## src/rtl/bpu_upd_if.sv

```systemverilog
// ---------------------------------------------------------------------------
// bpu_upd_if
// Groups the EX branch-resolution handshake and the pattern table update
// port of the gshare predictor.
//
// EX resolution : ex_valid, ex_ready, ex_pc, ex_hist, ex_taken, ex_mispred
// Table update  : pht_rst_n, pht_we, pht_ex_pc, pht_wbhr, pht_branched
//
// Modports:
//   master - the EX stage / table side (drives ex_*, observes ex_ready, pht_*)
//   slave  - the update controller (accepts ex_*, drives ex_ready, pht_*)
// ---------------------------------------------------------------------------
interface bpu_upd_if #(
    parameter int BHR_WIDTH = 4
);
    logic                 ex_valid;
    logic                 ex_ready;
    logic [31:0]          ex_pc;
    logic [BHR_WIDTH-1:0] ex_hist;
    logic                 ex_taken;
    logic                 ex_mispred;

    logic                 pht_rst_n;
    logic                 pht_we;
    logic [31:0]          pht_ex_pc;
    logic [BHR_WIDTH-1:0] pht_wbhr;
    logic                 pht_branched;

    modport master (
        output ex_valid, ex_pc, ex_hist, ex_taken, ex_mispred,
        input  ex_ready, pht_rst_n, pht_we, pht_ex_pc, pht_wbhr, pht_branched
    );

    modport slave (
        input  ex_valid, ex_pc, ex_hist, ex_taken, ex_mispred,
        output ex_ready, pht_rst_n, pht_we, pht_ex_pc, pht_wbhr, pht_branched
    );
endinterface

```

## src/rtl/bpu_upd_ctrl.sv

```systemverilog
// ---------------------------------------------------------------------------
// bpu_upd_ctrl
// Sequencer and write-port scheduler for the IF1 gshare predictor.
//  - Holds the speculative global history (fbhr) and repairs it on EX
//    mispredicts.
//  - Buffers EX resolutions in a QDEPTH-entry FIFO and drains one per cycle
//    onto the pattern table's single update port.
//  - Holds the table in synchronous reset for INIT_CYCLES cycles after
//    reset or a predictor flush.
//
// Ports:
//   clk, rst        - clock, asynchronous active-high reset
//   flush_req       - re-initialise tables and history
//   if1_valid, if1_is_br, pred_taken - IF1 slot and its prediction
//   fbhr            - speculative history to the table read index
//   bpu_ready       - predictor in RUN
//   q_count         - update queue occupancy
//   bus (slave)     - EX resolution handshake and table update port
//
// Optional feature: define BPU_UPD_BYPASS_EN to let a resolution arriving
// at an empty queue write the table in the same cycle.
// ---------------------------------------------------------------------------
module bpu_upd_ctrl #(
    parameter int BHR_WIDTH   = 4,
    parameter int QDEPTH      = 4,
    parameter int INIT_CYCLES = 2
) (
    input  logic                   clk,
    input  logic                   rst,
    input  logic                   flush_req,
    input  logic                   if1_valid,
    input  logic                   if1_is_br,
    input  logic                   pred_taken,
    output logic [BHR_WIDTH-1:0]   fbhr,
    output logic                   bpu_ready,
    output logic [$clog2(QDEPTH):0] q_count,
    bpu_upd_if.slave               bus
);

    localparam int PW = $clog2(QDEPTH);
    localparam int CW = (INIT_CYCLES > 1) ? $clog2(INIT_CYCLES) : 1;

    typedef enum logic {ST_INIT, ST_RUN} state_t;

    typedef struct packed {
        logic [31:0]          pc;
        logic [BHR_WIDTH-1:0] hist;
        logic                 taken;
    } upd_t;

    state_t        state, state_nxt;
    logic [CW-1:0] cnt, cnt_nxt;

    upd_t          mem [QDEPTH];
    logic [PW-1:0] wr_ptr, rd_ptr;

    logic run, ex_hs, push, pop, bypass;
    upd_t ex_entry;

    assign ex_entry = '{pc: bus.ex_pc, hist: bus.ex_hist, taken: bus.ex_taken};

    // ---------------- FSM: state register ----------------
    always_ff @(posedge clk or posedge rst) begin
        if (rst) begin
            state <= ST_INIT;
            cnt   <= CW'(INIT_CYCLES - 1);
        end else begin
            // NOTE: sequential state uses non-blocking assignments so every
            // register samples pre-edge values regardless of block order.
            state <= state_nxt;
            cnt   <= cnt_nxt;
        end
    end

    // ---------------- FSM: next state and outputs ----------------
    always_comb begin
        // NOTE: every output of this block gets a default first, so no path
        // leaves a signal unassigned and no latch is inferred.
        state_nxt        = state;
        cnt_nxt          = cnt;
        run              = (state == ST_RUN);
        bus.ex_ready     = run ? (q_count < (PW+1)'(QDEPTH)) : 1'b1;
        ex_hs            = bus.ex_valid && bus.ex_ready;
        pop              = run && (q_count != '0);
`ifdef BPU_UPD_BYPASS_EN
        bypass           = run && (q_count == '0) && ex_hs && !flush_req;
`else
        bypass           = 1'b0;
`endif
        // Resolutions accepted in INIT or alongside a flush are dropped.
        push             = ex_hs && run && !flush_req && !bypass;
        bus.pht_rst_n    = run;
        bus.pht_we       = pop || bypass;
        bus.pht_ex_pc    = bypass ? ex_entry.pc    : mem[rd_ptr].pc;
        bus.pht_wbhr     = bypass ? ex_entry.hist  : mem[rd_ptr].hist;
        bus.pht_branched = bypass ? ex_entry.taken : mem[rd_ptr].taken;

        if (flush_req) begin
            state_nxt = ST_INIT;
            cnt_nxt   = CW'(INIT_CYCLES - 1);
        end else if (state == ST_INIT) begin
            if (cnt == '0) state_nxt = ST_RUN;
            else           cnt_nxt   = cnt - 1'b1;
        end
    end

    assign bpu_ready = run;

    // ---------------- Speculative history ----------------
    always_ff @(posedge clk or posedge rst) begin
        if (rst) begin
            fbhr <= '0;
        end else if (flush_req) begin
            fbhr <= '0;
        end else if (ex_hs && bus.ex_mispred) begin
            // Repair from the snapshot the branch carried, then append its
            // real outcome; this beats any same-cycle IF1 shift.
            fbhr <= {bus.ex_hist[BHR_WIDTH-2:0], bus.ex_taken};
        end else if (if1_valid && if1_is_br && run) begin
            fbhr <= {fbhr[BHR_WIDTH-2:0], pred_taken};
        end
    end

    // ---------------- Update queue control ----------------
    always_ff @(posedge clk or posedge rst) begin
        if (rst) begin
            wr_ptr  <= '0;
            rd_ptr  <= '0;
            q_count <= '0;
        end else if (flush_req) begin
            wr_ptr  <= '0;
            rd_ptr  <= '0;
            q_count <= '0;
        end else begin
            if (push) wr_ptr <= wr_ptr + 1'b1;
            if (pop)  rd_ptr <= rd_ptr + 1'b1;
            if (push && !pop)      q_count <= q_count + 1'b1;
            else if (pop && !push) q_count <= q_count - 1'b1;
        end
    end

    // NOTE: queue storage has no reset; q_count guards every read, so stale
    // contents are never observed and the array can map to plain flops/RAM.
    always_ff @(posedge clk) begin
        if (push) mem[wr_ptr] <= ex_entry;
    end

endmodule

```

## src/flat_wrapper.sv

```systemverilog
// flat-port wrapper written by rule: the top's interface ports become plain ports
module bpu_upd_ctrl_flat 
#(
    parameter int BHR_WIDTH   = 4,
    parameter int QDEPTH      = 4,
    parameter int INIT_CYCLES = 2
)
  (clk, rst, flush_req, if1_valid, if1_is_br, pred_taken, fbhr, bpu_ready, q_count, bus_ex_valid, bus_ex_pc, bus_ex_hist, bus_ex_taken, bus_ex_mispred, bus_ex_ready, bus_pht_rst_n, bus_pht_we, bus_pht_ex_pc, bus_pht_wbhr, bus_pht_branched);
  bpu_upd_if #(.BHR_WIDTH(BHR_WIDTH)) bus_i ();
  input  logic clk;
  input  logic rst;
  input  logic flush_req;
  input  logic if1_valid;
  input  logic if1_is_br;
  input  logic pred_taken;
  output logic [BHR_WIDTH-1:0] fbhr;
  output logic bpu_ready;
  output logic [$clog2(QDEPTH):0] q_count;
  input wire logic [$bits(bus_i.ex_valid)-1:0] bus_ex_valid;
  input wire logic [$bits(bus_i.ex_pc)-1:0] bus_ex_pc;
  input wire logic [$bits(bus_i.ex_hist)-1:0] bus_ex_hist;
  input wire logic [$bits(bus_i.ex_taken)-1:0] bus_ex_taken;
  input wire logic [$bits(bus_i.ex_mispred)-1:0] bus_ex_mispred;
  output wire logic [$bits(bus_i.ex_ready)-1:0] bus_ex_ready;
  output wire logic [$bits(bus_i.pht_rst_n)-1:0] bus_pht_rst_n;
  output wire logic [$bits(bus_i.pht_we)-1:0] bus_pht_we;
  output wire logic [$bits(bus_i.pht_ex_pc)-1:0] bus_pht_ex_pc;
  output wire logic [$bits(bus_i.pht_wbhr)-1:0] bus_pht_wbhr;
  output wire logic [$bits(bus_i.pht_branched)-1:0] bus_pht_branched;
  assign bus_i.ex_valid = bus_ex_valid;
  assign bus_i.ex_pc = bus_ex_pc;
  assign bus_i.ex_hist = bus_ex_hist;
  assign bus_i.ex_taken = bus_ex_taken;
  assign bus_i.ex_mispred = bus_ex_mispred;
  assign bus_ex_ready = bus_i.ex_ready;
  assign bus_pht_rst_n = bus_i.pht_rst_n;
  assign bus_pht_we = bus_i.pht_we;
  assign bus_pht_ex_pc = bus_i.pht_ex_pc;
  assign bus_pht_wbhr = bus_i.pht_wbhr;
  assign bus_pht_branched = bus_i.pht_branched;
  bpu_upd_ctrl #(.BHR_WIDTH(BHR_WIDTH), .QDEPTH(QDEPTH), .INIT_CYCLES(INIT_CYCLES)) u_core (.clk(clk), .rst(rst), .flush_req(flush_req), .if1_valid(if1_valid), .if1_is_br(if1_is_br), .pred_taken(pred_taken), .fbhr(fbhr), .bpu_ready(bpu_ready), .q_count(q_count), .bus(bus_i));
endmodule
```

## config.mk

```make
export PLATFORM = sky130hd
export DESIGN_NAME = bpu_upd_ctrl_flat
export DESIGN_NICKNAME = d
export VERILOG_FILES = /design/src/rtl/bpu_upd_if.sv /design/src/rtl/bpu_upd_ctrl.sv /design/src/flat_wrapper.sv
export SDC_FILE = /design/constraint.sdc
export NUM_CORES = 1
export LEC_CHECK = 0
export CAP_MARGIN = 20
export CELL_PAD_IN_SITES_DETAIL_PLACEMENT = 2
export CELL_PAD_IN_SITES_GLOBAL_PLACEMENT = 2
export CORE_MARGIN = 2
export CORE_UTILIZATION = 41
export CTS_BUF_LIST = sky130_fd_sc_hd__clkbuf_16
export DETAILED_ROUTE_END_ITERATION = 12
export PLACE_DENSITY = 0.81
export RECOVER_POWER = 100
export SYNTH_ARGS = -nofsm -noshare
export SYNTH_HDL_FRONTEND = slang
export SYNTH_SLANG_ARGS = --single-unit
```

## constraint.sdc

```tcl
create_clock -name clk -period 3.3 [get_ports clk]
set_input_delay 0.66 -clock clk [delete_from_list [all_inputs] [get_ports clk]]
set_output_delay 0.66 -clock clk [all_outputs]
set_load 0.02 [all_outputs]
```

==> results.toml, run 1 <==
[drt]
wirelength_um = 16000
vias = 3251
ant_nets = 0
drt_first_iter_violations = 197
wl_per_cell_um = 27.3
route.detailed.drc = 0
routed_via_density = 5.55
first_pass_iters = 4

[timing]
final_hold_viol_count = 0
fin_crit_ns = 3.03
fin_crit_sh_pct = 91.8
max-slew-margin-rel_pct = 24.7
rsz0062_at_grt = "no"
worst_pin_slew_ns = 1.13
slew_viol_final = 0
fin_ws_ns = 0.270
finalSetupViolCount = 0
skew_ns = 0.0110
fmaxAchievable_mhz = 330
setup_tns_ns = 0

[run]
cap_viol_max_count = 0

[clock_tree]
cts_resized = 0
cts_root_buf = "clkbuf_16"
ctsHoldBuffers = 0
post_cts_buffers = 0
clk_path_buf_depth = 2
cts_tree = "built"
insertion_delay_ns = 0.42
cts_inserted_buffers = 17
cts.sinks = 161
path_clk_slew_ns = 0.06
cts_max_level = 4

[synthesis]
yosys_most_used_dff = "edfxtp_1"
synth.most_common_cell = "edfxtp_1"
synth_edf_count = 148
yosysWarnings = 0
synth_cells = 283
yosysTopAreaCell = "edfxtp_1"
async_flop_share_pct = 8.07
synth_seq_cells = 161
synth.top_cell.area_share_pct = 71.7
synthTopCellsByArea = "edfxtp_1, mux4_2, dfrtp_1"
synth_cell_types = 38
ys_seq_area_share_pct = 77.0
syn_nets = 333
avgSynthCellArea_um2 = 21.9
synthTopCellsByCount = "edfxtp_1, mux4_2, dfrtp_1"
syn_area_um2 = 6190

[power]
ir_drop_mv = 0.376
seq_power_share_pct = 51.5
pwr-share-clk_pct = 39.3
p_total_mw = 4.44
intPower_mw = 3.45
switchingPower_mw = 0.983
power.leakage_nw = 2.59
pwr_density_cell_nw_per_um2 = 565
power_frac_comb_pct = 9.1
swShare_pct = 22.1

[worst_setup_path]
required_ns = 2.64
cp.arrival_ns = 2.37
slowest_delay_ns = 0.68
cp-end-kind = "primary output"
path_class = "flop to primary output"
cp_max_fo = 27
r2r_slack_ns = 0.46
slowest_stage = "dlygate4sd3_1"
cp_cell_sequence = "buf_12, mux4_2, dlygate4sd3_1"
r2r_cells = 4
start_kind = "flop"

[run_status]
status = "finished, final reports clean"

[finish]
antenna_cells = 0
drive_gt1_share_pct = 18.4
nets = 439
num-fill-cells = 1263
multi_input_area_um2 = 1310
regArea_um2 = 4770
area_growth_syn_to_layout_pct = 26.8

[floorplan]
dieArea_um2 = 16100
row_count = 44
core_area_um2 = 14600
num_io_pins = 93
die_y_um = 127
die_w_um = 127
initial_core_util_pct = 42.3

[global_route]
globalRoute.totalOverflow = 0
grt_pass1_vias = 3677
antenna_found_initial = 0
grtUsageTotal_pct = 21.0
grt_pass1_wl_um = 23900
grt_max_degree = 38

[placement]
dp_slack_ns = 0.516
dp_hpwl_um = 10500
gp_congestion = 0.771
port_buffers = 92

[min_path]
min_path_type = "flop to flop"
min_path_cells = 1
==> path summary, 6_finish.rpt <==
path                                                end                    startpoint
max in group asynchronous  u_core.rd_ptr[0]$_DFFE_PP0P_                           rst
hold reg to reg                  u_core.cnt$_DFFE_PP1P_        u_core.cnt$_DFFE_PP1P_
min in group asynchronous  u_core.wr_ptr[1]$_DFFE_PP0P_                           rst
hold / removal                   u_core.cnt$_DFFE_PP1P_        u_core.cnt$_DFFE_PP1P_
setup / recovery                      bus_pht_ex_pc[31]  u_core.rd_ptr[0]$_DFFE_PP0P_
setup reg to reg            u_core.mem[2][27]$_DFFE_PP_    u_core.bpu_ready$_DFF_PP0_
==> registers in the layout, indices dropped and copies added (netlist names) <==
register	flops
u_core.bpu_ready	1
u_core.cnt	1
u_core.fbhr	4
u_core.wr_ptr	2
u_core.rd_ptr	2
u_core.q_count	3
u_core.mem	148
==> critical path, delay by kind of cell, from the launching register on <==
family / cells / cell delay (ns)
muxes: 1 / 0.58
buffers and inverters: 2 / 0.92
DFF: 1 / 0.40
==> placed cells by master, fill, tap and decap left out, types with 3 or more instances in the layout <==
cell	count
a311o_1	4
clkbuf_1	3
ha_1	4
mux4_2	37
nor4b_1	5
clkdlybuf4s50_1	8
clkinv_1	7
edfxtp_1	148
xor2_1	3
nand2b_1	5
dfrtp_1	10
clkinv_2	3
dlygate4sd3_1	84
nor2_1	7
clkbuf_16	17
a311oi_1	4
clkbuf_2	3
inv_1	10
and2_0	3
==> layout make-up <==
| cell class | count | area share [%] |
|---|---|---|
| tap | 184 | 2.93 |
| clock inverter | 15 | 1.10 |
| sequential | 161 | 60.8 |
| timing repair buffer | 103 | 12.8 |
| clock buffer | 17 | 5.42 |
| multi-input combinational | 99 | 16.6 |
| inverter | 7 | 0.335 |
==> power groups by stage <==
| stage | registers [mW] | logic [mW] | clock network [mW] |
|---|---|---|---|
| 6_report | 2.29 | 0.404 | 1.75 |
| 5_1_grt | 2.29 | 0.435 | 1.85 |
| 4_1_cts | 2.29 | 0.445 | 1.79 |
| 3_5_place_dp | 2.33 | 0.441 | 0 |
| 3_3_place_gp | 2.32 | 0.420 | 0 |
| 2_1_floorplan | 2.32 | 0.219 | 0 |
==> metal layers <==
layer	wire length, um	track usage, %	part of all wire (%)	vias to the layer above
li1	-	-	-	1379
met1	6920	27.2	43	1744
met2	8070	34.7	50	115
met3	817	6.20	5.1	13
met4	178	6.33	1.1	0
met5	0	0	0	-
==> through the flow <==
stage	utilization, %	cells	hold WS [ns]	area (um2)
global route	53.6	586	0.537	7860
floorplan	-	283	0.504	6190
global placement	50.5	554	0.518	7400
detailed placement	50.5	554	0.524	7400
CTS	54.0	586	0.532	7910
finish	53.6	586	0.531	7860
==> logic make-up after synthesis <==
group	Yosys count	share of synthesized area, %
DFF	161	77.0
muxes	38	13.6
and+or+nand+nor	30	2.89
buffers and inverters	23	1.86
AOI/OAI and AO/OA	21	2.79
xor gates and xnor gates	5	0.707
adders and majority gates	5	1.13
Power figures use the tool's default switching activity.
==> inputs of run 2 (changes only) <==
- ABC_CLOCK_PERIOD_IN_PS: not set -> 3300
- SKIP_CTS_REPAIR_TIMING: not set -> 1
==> results of run 2 <==
The final DEF is identical to that of run 1; final timing and power are the same.
==> inputs of run 3 (changes only) <==
- CAP_MARGIN: 20 -> not set
- RECOVER_POWER: 100 -> 25
==> results.toml, run 3 (synthesis results as in run 1) <==
[clock_tree]
cts.sinks = 161
cts_root_buf = "clkbuf_16"
insertion_delay_ns = 0.42
cts_tree = "built"
cts_max_level = 4
cts_inserted_buffers = 17
path_clk_slew_ns = 0.06
clk_path_buf_depth = 2

[timing]
fin_crit_sh_pct = 88.2
slew_viol_final = 0
final_hold_viol_count = 0
finalSetupViolCount = 0
fin_ws_ns = 0.389
worst_pin_slew_ns = 0.761
setup_tns_ns = 0
max-slew-margin-rel_pct = 49.1
fmaxAchievable_mhz = 344
fin_crit_ns = 2.91
rsz0062_at_grt = "no"
skew_ns = 0.0109

[power]
seq_power_share_pct = 51.2
power.leakage_nw = 2.58
swShare_pct = 22.1
power_frac_comb_pct = 9.6
pwr-share-clk_pct = 39.2
switchingPower_mw = 0.989
ir_drop_mv = 0.376
intPower_mw = 3.48
pwr_density_cell_nw_per_um2 = 565

[finish]
utilization_pct = 54.0
area_growth_syn_to_layout_pct = 27.7
top_register = "u_core.mem"
final_common_cell = "edfxtp_1"
reg.largest.list = "u_core.mem x148, u_core.fbhr x4, u_core.q_count x3"
layout_common_cells = "edfxtp_1, clkdlybuf4s50_1, mux4_2"
antenna_cells = 0
nets = 439
design_area_um2 = 7910
largest_reg_flops = 148
drive_gt1_share_pct = 19.9

[drt]
first_pass_iters = 4
route.detailed.drc = 0
wirelength_um = 16100
routed_via_density = 5.55
wl_per_cell_um = 27.4
drt_first_iter_violations = 182
ant_nets = 0
vias = 3250

[worst_setup_path]
slowest_stage = "mux4_2"
cp_cell_sequence = "buf_12, mux4_2, clkdlybuf4s50_1"
cp_max_fo = 27
cp-end-kind = "primary output"
cp.arrival_ns = 2.25
start_kind = "flop"
path_class = "flop to primary output"
slowest_delay_ns = 0.58
required_ns = 2.64

[floorplan]
initial_core_util_pct = 42.3
num_io_pins = 93
die_w_um = 127
die_y_um = 127
core_area_um2 = 14600
row_count = 44
dieArea_um2 = 16100

[global_route]
grt_max_degree = 38
grt_pass1_wl_um = 23900
antenna_found_initial = 0
grt_pass1_vias = 3677
grtUsageTotal_pct = 21.0
globalRoute.totalOverflow = 0

[run]
cap_viol_max_count = 0

[run_status]
status = "finished, final reports clean"

[placement]
post_dp_cell_area_um2 = 7400
dp_slack_ns = 0.516
dp_hpwl_um = 10500
port_buffers = 92
gp_congestion = 0.771

[min_path]
min_path_type = "flop to flop"
==> run 3: final cells by class <==
| type | count | area (um2) |
|---|---|---|
| clock buffers | 17 | 425 |
| clock inverters | 15 | 86.3 |
| fillers | 1259 | 6740 |
| inverters | 7 | 26.3 |
| multi-input cells | 99 | 1310 |
| flip-flops and latches | 161 | 4770 |
| well taps | 184 | 230 |
| repair buffers | 103 | 1050 |
==> run 3: final timing paths <==
check                                                end                         start  slack (ns)  cells past startpoint
setup / recovery                       bus_pht_ex_pc[31]  u_core.rd_ptr[0]$_DFFE_PP0P_        0.39                      3
min in group asynchronous  u_core.q_count[1]$_DFFE_PP0P_                           rst        0.62                      2
hold reg to reg                   u_core.cnt$_DFFE_PP1P_        u_core.cnt$_DFFE_PP1P_        0.53                      1
hold / removal                    u_core.cnt$_DFFE_PP1P_        u_core.cnt$_DFFE_PP1P_        0.53                      1
setup reg to reg             u_core.mem[0][18]$_DFFE_PP_    u_core.bpu_ready$_DFF_PP0_        1.16                      4
max in group asynchronous   u_core.rd_ptr[0]$_DFFE_PP0P_                           rst        2.25                      2
==> run 3: critical path: cells and delay by family (launching register included) <==
kind | cells | cell delay (ns)
flip-flops | 1 | 0.40
multiplexers | 1 | 0.58
buffers and inverters | 2 | 0.82
==> run 3: per-stage QoR <==
stage,hold WS (ns),instances,total power [mW]
after floorplan,0.504,283,2.54
after global placement,0.518,554,2.74
after detailed placement,0.524,554,2.77
after CTS,0.532,586,4.52
after global routing,0.537,586,4.60
final,0.531,586,4.47
==> run 3: power groups by stage <==
stage / logic [mW] / registers, mW / clock network [mW]
after CTS: 0.445 / 2.29 / 1.79
after global placement: 0.420 / 2.32 / 0
after floorplan: 0.219 / 2.32 / 0
after global routing: 0.461 / 2.29 / 1.85
after detailed placement: 0.441 / 2.33 / 0
final: 0.431 / 2.29 / 1.75
==> run 3: metal layers <==
| metal | GRT usage (%) | part of all wire (%) | wire (um) | vias to the layer above |
|---|---|---|---|---|
| met2 | 34.7 | 50 | 8040 | 105 |
| met5 | 0 | 0 | 0 | - |
| met4 | 6.33 | 1.3 | 211 | 0 |
| li1 | - | - | - | 1383 |
| met1 | 27.2 | 43 | 6970 | 1746 |
| met3 | 6.20 | 5.3 | 847 | 16 |
